<file path="src/rtl/somador_datapath_if.sv">
// ---------------------------------------------------------------------------
// somador_datapath_if
// Purpose : bundles the adder FSM control lines, the external preload/readback
//           port and the datapath status outputs into one interface.
// Signals : address, rden, wren, load, transf, clear, ready  (FSM control)
//           ext_we, ext_addr, ext_wdata, ext_rdata           (external port)
//           acc, result, done, ovf, err                      (status)
// Modports: master - FSM/top level side (drives control, observes status)
//           slave  - datapath side
// ---------------------------------------------------------------------------
interface somador_datapath_if #(
   parameter int WIDTH = 16
);
   logic [4:0]       address;
   logic             rden;
   logic             wren;
   logic             load;
   logic             transf;
   logic             clear;
   logic             ready;
   logic             ext_we;
   logic [4:0]       ext_addr;
   logic [WIDTH-1:0] ext_wdata;
   logic [WIDTH-1:0] ext_rdata;
   logic [WIDTH-1:0] acc;
   logic [WIDTH-1:0] result;
   logic             done;
   logic             ovf;
   logic             err;

   modport master (
      output address, rden, wren, load, transf, clear, ready,
      output ext_we, ext_addr, ext_wdata,
      input  ext_rdata, acc, result, done, ovf, err
   );

   modport slave (
      input  address, rden, wren, load, transf, clear, ready,
      input  ext_we, ext_addr, ext_wdata,
      output ext_rdata, acc, result, done, ovf, err
   );
endinterface

</file>
<file path="src/rtl/somador_datapath.sv">
// ---------------------------------------------------------------------------
// somador_datapath
// Purpose : adder datapath. 32-word memory, read-data register, accumulator,
//           transfer register and result capture, steered by the adder FSM.
// Ports   : clk   - clock, all state updates on the rising edge
//           reset - asynchronous active-low reset
//           bus   - somador_datapath_if.slave (FSM control, external
//                   preload/readback port, acc/result/done/ovf/err status)
// Option  : SOMADOR_SATURATE_EN - when defined the accumulator saturates to
//           all-ones on carry-out instead of wrapping; ovf is set either way.
// ---------------------------------------------------------------------------
module somador_datapath #(
   parameter int WIDTH = 16,
   parameter int DEPTH = 32
) (
   input  logic                clk,
   input  logic                reset,
   somador_datapath_if.slave   bus
);

`ifdef SOMADOR_SATURATE_EN
   localparam bit SAT_EN = 1'b1;
`else
   localparam bit SAT_EN = 1'b0;
`endif

   logic [WIDTH-1:0] r_mem [DEPTH];
   logic [WIDTH-1:0] r_rdata;
   logic [WIDTH-1:0] r_acc;
   logic [WIDTH-1:0] r_tr;
   logic [WIDTH-1:0] r_result;
   logic             r_ready_d;
   logic             r_done;
   logic             r_ovf;
   logic             r_err;

   logic [WIDTH:0]   w_sum;
   logic             w_ext_ok;
   logic             w_conflict;

   // Carry-out either wraps (low bits) or pins the accumulator at all-ones.
   function automatic logic [WIDTH-1:0] acc_update(input logic [WIDTH:0] s);
      if (SAT_EN && s[WIDTH])
         acc_update = '1;
      else
         acc_update = s[WIDTH-1:0];
   endfunction

   assign w_sum      = {1'b0, r_acc} + {1'b0, r_rdata};
   // External writes only land while the FSM is idle and not writing itself.
   assign w_ext_ok   = bus.ext_we & bus.ready & ~bus.wren;
   assign w_conflict = bus.load & bus.transf;

   // Memory: FSM write-back has the port; reads below see the pre-edge value.
   always_ff @(posedge clk or negedge reset) begin
      if (!reset) begin
         for (int i = 0; i < DEPTH; i++) r_mem[i] <= '0;
      end else if (bus.wren) begin
         r_mem[bus.address] <= r_tr;
      end else if (w_ext_ok) begin
         r_mem[bus.ext_addr] <= bus.ext_wdata;
      end
   end

   // Read register, accumulator, transfer register and error flag.
   always_ff @(posedge clk or negedge reset) begin
      if (!reset) begin
         r_rdata <= '0;
         r_acc   <= '0;
         r_tr    <= '0;
         r_ovf   <= 1'b0;
         r_err   <= 1'b0;
      end else begin
         if (bus.rden) r_rdata <= r_mem[bus.address];

         if (bus.clear) begin
            r_acc <= '0;
            r_ovf <= 1'b0;
         end else if (bus.load && !bus.transf) begin
            r_acc <= acc_update(w_sum);
            if (w_sum[WIDTH]) r_ovf <= 1'b1;
         end

         // Transfer takes the accumulator value present before this edge.
         if (bus.transf && !bus.load) r_tr <= r_acc;

         if (w_conflict || (bus.wren && bus.transf)) r_err <= 1'b1;
      end
   end

   // Result capture on the rising edge of ready, with a one-cycle done pulse.
   always_ff @(posedge clk or negedge reset) begin
      if (!reset) begin
         r_ready_d <= 1'b0;
         r_done    <= 1'b0;
         r_result  <= '0;
      end else begin
         r_ready_d <= bus.ready;
         r_done    <= bus.ready & ~r_ready_d;
         if (bus.ready && !r_ready_d) r_result <= r_acc;
      end
   end

   assign bus.ext_rdata = r_mem[bus.ext_addr];
   assign bus.acc       = r_acc;
   assign bus.result    = r_result;
   assign bus.done      = r_done;
   assign bus.ovf       = r_ovf;
   assign bus.err       = r_err;

endmodule

</file>
<file path="src/flat_wrapper.sv">
// flat-port wrapper written by rule: the top's interface ports become plain ports
module somador_datapath_flat 
#(
   parameter int WIDTH = 16,
   parameter int DEPTH = 32
)
  (clk, reset, bus_address, bus_rden, bus_wren, bus_load, bus_transf, bus_clear, bus_ready, bus_ext_we, bus_ext_addr, bus_ext_wdata, bus_ext_rdata, bus_acc, bus_result, bus_done, bus_ovf, bus_err);
  somador_datapath_if #(.WIDTH(WIDTH)) bus_i ();
  input  logic clk;
  input  logic reset;
  input wire logic [$bits(bus_i.address)-1:0] bus_address;
  input wire logic [$bits(bus_i.rden)-1:0] bus_rden;
  input wire logic [$bits(bus_i.wren)-1:0] bus_wren;
  input wire logic [$bits(bus_i.load)-1:0] bus_load;
  input wire logic [$bits(bus_i.transf)-1:0] bus_transf;
  input wire logic [$bits(bus_i.clear)-1:0] bus_clear;
  input wire logic [$bits(bus_i.ready)-1:0] bus_ready;
  input wire logic [$bits(bus_i.ext_we)-1:0] bus_ext_we;
  input wire logic [$bits(bus_i.ext_addr)-1:0] bus_ext_addr;
  input wire logic [$bits(bus_i.ext_wdata)-1:0] bus_ext_wdata;
  output wire logic [$bits(bus_i.ext_rdata)-1:0] bus_ext_rdata;
  output wire logic [$bits(bus_i.acc)-1:0] bus_acc;
  output wire logic [$bits(bus_i.result)-1:0] bus_result;
  output wire logic [$bits(bus_i.done)-1:0] bus_done;
  output wire logic [$bits(bus_i.ovf)-1:0] bus_ovf;
  output wire logic [$bits(bus_i.err)-1:0] bus_err;
  assign bus_i.address = bus_address;
  assign bus_i.rden = bus_rden;
  assign bus_i.wren = bus_wren;
  assign bus_i.load = bus_load;
  assign bus_i.transf = bus_transf;
  assign bus_i.clear = bus_clear;
  assign bus_i.ready = bus_ready;
  assign bus_i.ext_we = bus_ext_we;
  assign bus_i.ext_addr = bus_ext_addr;
  assign bus_i.ext_wdata = bus_ext_wdata;
  assign bus_ext_rdata = bus_i.ext_rdata;
  assign bus_acc = bus_i.acc;
  assign bus_result = bus_i.result;
  assign bus_done = bus_i.done;
  assign bus_ovf = bus_i.ovf;
  assign bus_err = bus_i.err;
  somador_datapath #(.WIDTH(WIDTH), .DEPTH(DEPTH)) u_core (.clk(clk), .reset(reset), .bus(bus_i));
endmodule
</file>
<file path="config.mk">
export PLATFORM = sky130hd
export DESIGN_NAME = somador_datapath_flat
export DESIGN_NICKNAME = d
export VERILOG_FILES = /design/src/rtl/somador_datapath_if.sv /design/src/rtl/somador_datapath.sv /design/src/flat_wrapper.sv
export SDC_FILE = /design/constraint.sdc
export NUM_CORES = 2
export LEC_CHECK = 0
export ABC_AREA = 1
export CAP_MARGIN = 20
export CORE_MARGIN = 4
export CORE_UTILIZATION = 50
export CTS_CLUSTER_DIAMETER = 30
export DETAILED_ROUTE_END_ITERATION = 7
export PLACE_DENSITY_LB_ADDON = 0.12
export SLEW_MARGIN = 20
export SYNTH_ARGS = -nofsm -noshare
export SYNTH_HDL_FRONTEND = slang
export SYNTH_SLANG_ARGS = --single-unit
export TNS_END_PERCENT = 5
</file>
<file path="constraint.sdc">
create_clock -name clk -period 2.9 [get_ports clk]
set_clock_uncertainty 0.1 [all_clocks]
set_input_delay 0.58 -clock clk [delete_from_list [all_inputs] [get_ports clk]]
set_output_delay 0.58 -clock clk [all_outputs]
set_load 0.01 [all_outputs]
</file>
==> out/results.ini <==
[cts]
numClockSinks=580
clockBufferDepth=3
insertion_delay_ns=0.74
cts_buffers=155
cts_tree=built
clk_pin_slew_worst_paths_ns=0.05
root_buffer=clkbuf_16
h-tree-depth=4

[floorplan]
pin_count=86
design.core.area_um2=71980
die_h_um=278.5
start_util=0.5081
die_area_um2=77540
rows=98
die_w_um=278.5

[setup_path]
crit_type=in -> out
crit_path_max_incr_delay_ns=0.26
crit_path_top_delay_cell=o21ai_2
required_ns=2.22
reg2reg_slack_ns=0.83
crit_arrival_ns=2.26
cp-end-kind=output port
path_cells=buf_6 > nand2_8 > buf_12 > buf_12 > buf_4 > buf_4 > o22ai_1 > o21ai_2 > nand2_1 > nor2_4 > nand2_4 > buf_2
critPathLaunchType=primary input
cp_max_fo=7

[run]
maxCapViolCount=0

[sta]
slew_violations=0
hold_violations=0
finalCritPeriodShare=1.015
rsz0062_at_grt=true
clock.fmax_ghz=0.3396
tightest_slew_ns=0.7847
setup_slack_ns=-0.04459
min_period_ns=2.945
timing.slew.headroom=0.4763
setup_violations=7

[synth]
synthTopCellsByCount=1,883 x nand2_1, 751 x o22ai_1, 647 x inv_1
ys_async_sr_fraction=1.000
syn_nets=5572
synth_top_cell_by_area=dfrtp_1
yosys-top-cells-area=dfrtp_1 40%, nand2_1 19%, o22ai_1 13%
yosysWarnings=0
yosysMostFrequentCell=nand2_1
syn_inst=5520
synth_edf_count=0
synth_top_area_share=0.3969
synth_area_per_cell_um2=6.625
yosysSeqAreaShare=0.3969
synth-main-ff-cell=dfrtp_1
ys_ff_latch=580
syn_area_um2=36570
synth.distinct_cells=34

[route]
drcViolationCount=4
dr.pass1.iters=8
drt_wl_total_um=178600
vias_per_cell=6.193
first_iter_violations=6574
drt.antenna.violating_nets=0
dr_total_vias=42830
avgRoutedWirePerCell_um=25.83

[run_status]
status=complete, but fails checks
violations=DRC, setup timing

[global_routing]
grt_util_met2=0.6417
grt_pass1_wl_um=262700
track_usage=0.4493
grt_start_max_net_pins=79
grt_antenna_before_repair=6
grt_overflow=0
busiest_layer=met2
use_met3=0.1650
use_met1=0.5801
grt_pass1_vias=40577

[finish]
fill_cells=6285
final_area_um2=48660
drive_above_1_share=0.1638
nets=5886
area_growth_pct=33.05
finalCoreUtilization=0.6761

[placement]
place.gp.congestion=1.023
port_buffers=85
dp_slack_ns=-1.328
hpwl_um=117500
place_area_um2=42050

[pwr]
leakage_uw=0.02265
total_power_uw=36590
peakVddDrop_mv=0.5202
power.density_nw_per_um2=751.9

[min_path]
min_path_type=in -> reg

worst max-delay path: cells and delay by family:
kind	cells	cell delay [ns]
buffers and inverters	6	0.82
AOI/OAI and AO/OA	2	0.34
and+or+nand+nor	4	0.50
per-stage QoR:
step | hold slack, ns | TNS [ns] | cells
2_1_floorplan | 0.1844 | 0 | 5520
3_3_place_gp | 0.3026 | -31.18 | 6574
3_5_place_dp | 0.3041 | -35.87 | 6574
6_report | 0.2054 | -0.1358 | 6916
5_1_grt | 0.1964 | -0.3844 | 6913
4_1_cts | 0.1792 | 0 | 6911
report_power, final:
| group | switching (µW) | internal [µW] | leakage [µW] | total (µW) |
|---|---|---|---|---|
| clock network | 5520 | 12200 | 0.00264 | 17700 |
| registers | 972 | 10000 | 0.00712 | 11000 |
| logic | 5210 | 2710 | 0.0129 | 7920 |
what timing repair did:
action | 4_1_cts | 5_1_grt
resized for setup | 234 | 67
pin swaps | 41 | 25
buffers inserted | 42 | 3
gates cloned | 10 | 0
endpoints found under the hold margin | 39 | 0
hold buffers | 1 | 0
setup endpoints to repair | 16 | 16
sequential cells by signal, summed over array words and instances (netlist names):
register / cells
u_core.r_mem: 512
u_core.r_ready_d: 1
u_core.bus.ovf: 1
u_core.bus.err: 1
u_core.bus.done: 1
u_core.bus.acc: 16
u_core.r_tr: 16
u_core.r_rdata: 16
u_core.bus.result: 16
final cells by class:
class	instances	area, µm²	share of cell area
antenna	3	7.507	0.0001543
clock inverter	81	1072	0.02204
clock buffer	205	4310	0.08858
timing repair buffer	600	6795	0.1396
tap	950	1189	0.02443
inverter	662	2495	0.05127
multi-input combinational	3835	18280	0.3756
sequential	580	14510	0.2983
metal layers:
| layer | routed length, µm | vias up |
|---|---|---|
| met3 | 27230 | 733 |
| li1 | - | 18806 |
| met2 | 73180 | 3466 |
| met5 | 20 | - |
| met4 | 13220 | 4 |
| met1 | 64980 | 19821 |
kinds of logic after synthesis:
logic type,count (synthesis),share of synthesized area
xor gates and xnor gates,1,0.0002395
AOI/OAI and AO/OA,1534,0.2364
buffers and inverters,1105,0.1178
adders and majority gates,17,0.006021
DFF,580,0.3969
and+or+nand+nor,2283,0.2427
worst paths after layout:
path	start	endpoint	cells after the start
hold reg to reg	u_core.r_ready_d	u_core.bus.done	1
hold / removal	bus_ready	u_core.r_ready_d	1
min in group asynchronous	reset	u_core.r_mem[189]	2
max in group asynchronous	reset	u_core.r_mem[16]	4
setup / recovery	bus_ext_addr[1]	bus_ext_rdata[10]	12
setup reg to reg	u_core.r_mem[120]	u_core.r_rdata[8]	11
layout by cell type, fill, tap and decap left out, types with 19 or more instances in the layout:
master           synthesis  layout
nand2_1               1883    1849
o22ai_1                751     743
inv_1                  647     637
dfrtp_1                580     580
o21ai_0                603     539
buf_4                    4     342
nor2_1                 260     240
clkbuf_16                0     158
o21ai_1                134     157
buf_12                   0     141
nand3_1                 80      79
clkdlybuf4s50_1          0      61
nand2_2                 19      46
o21ai_2                  5      44
a21oi_1                 36      36
clkinv_2                 0      35
clkbuf_1               306      29
buf_6                    1      22
inv_2                   14      21
bufinv_16                0      20
clkbuf_8                 0      19
Note: power is estimated with default switching activity, not from simulation.
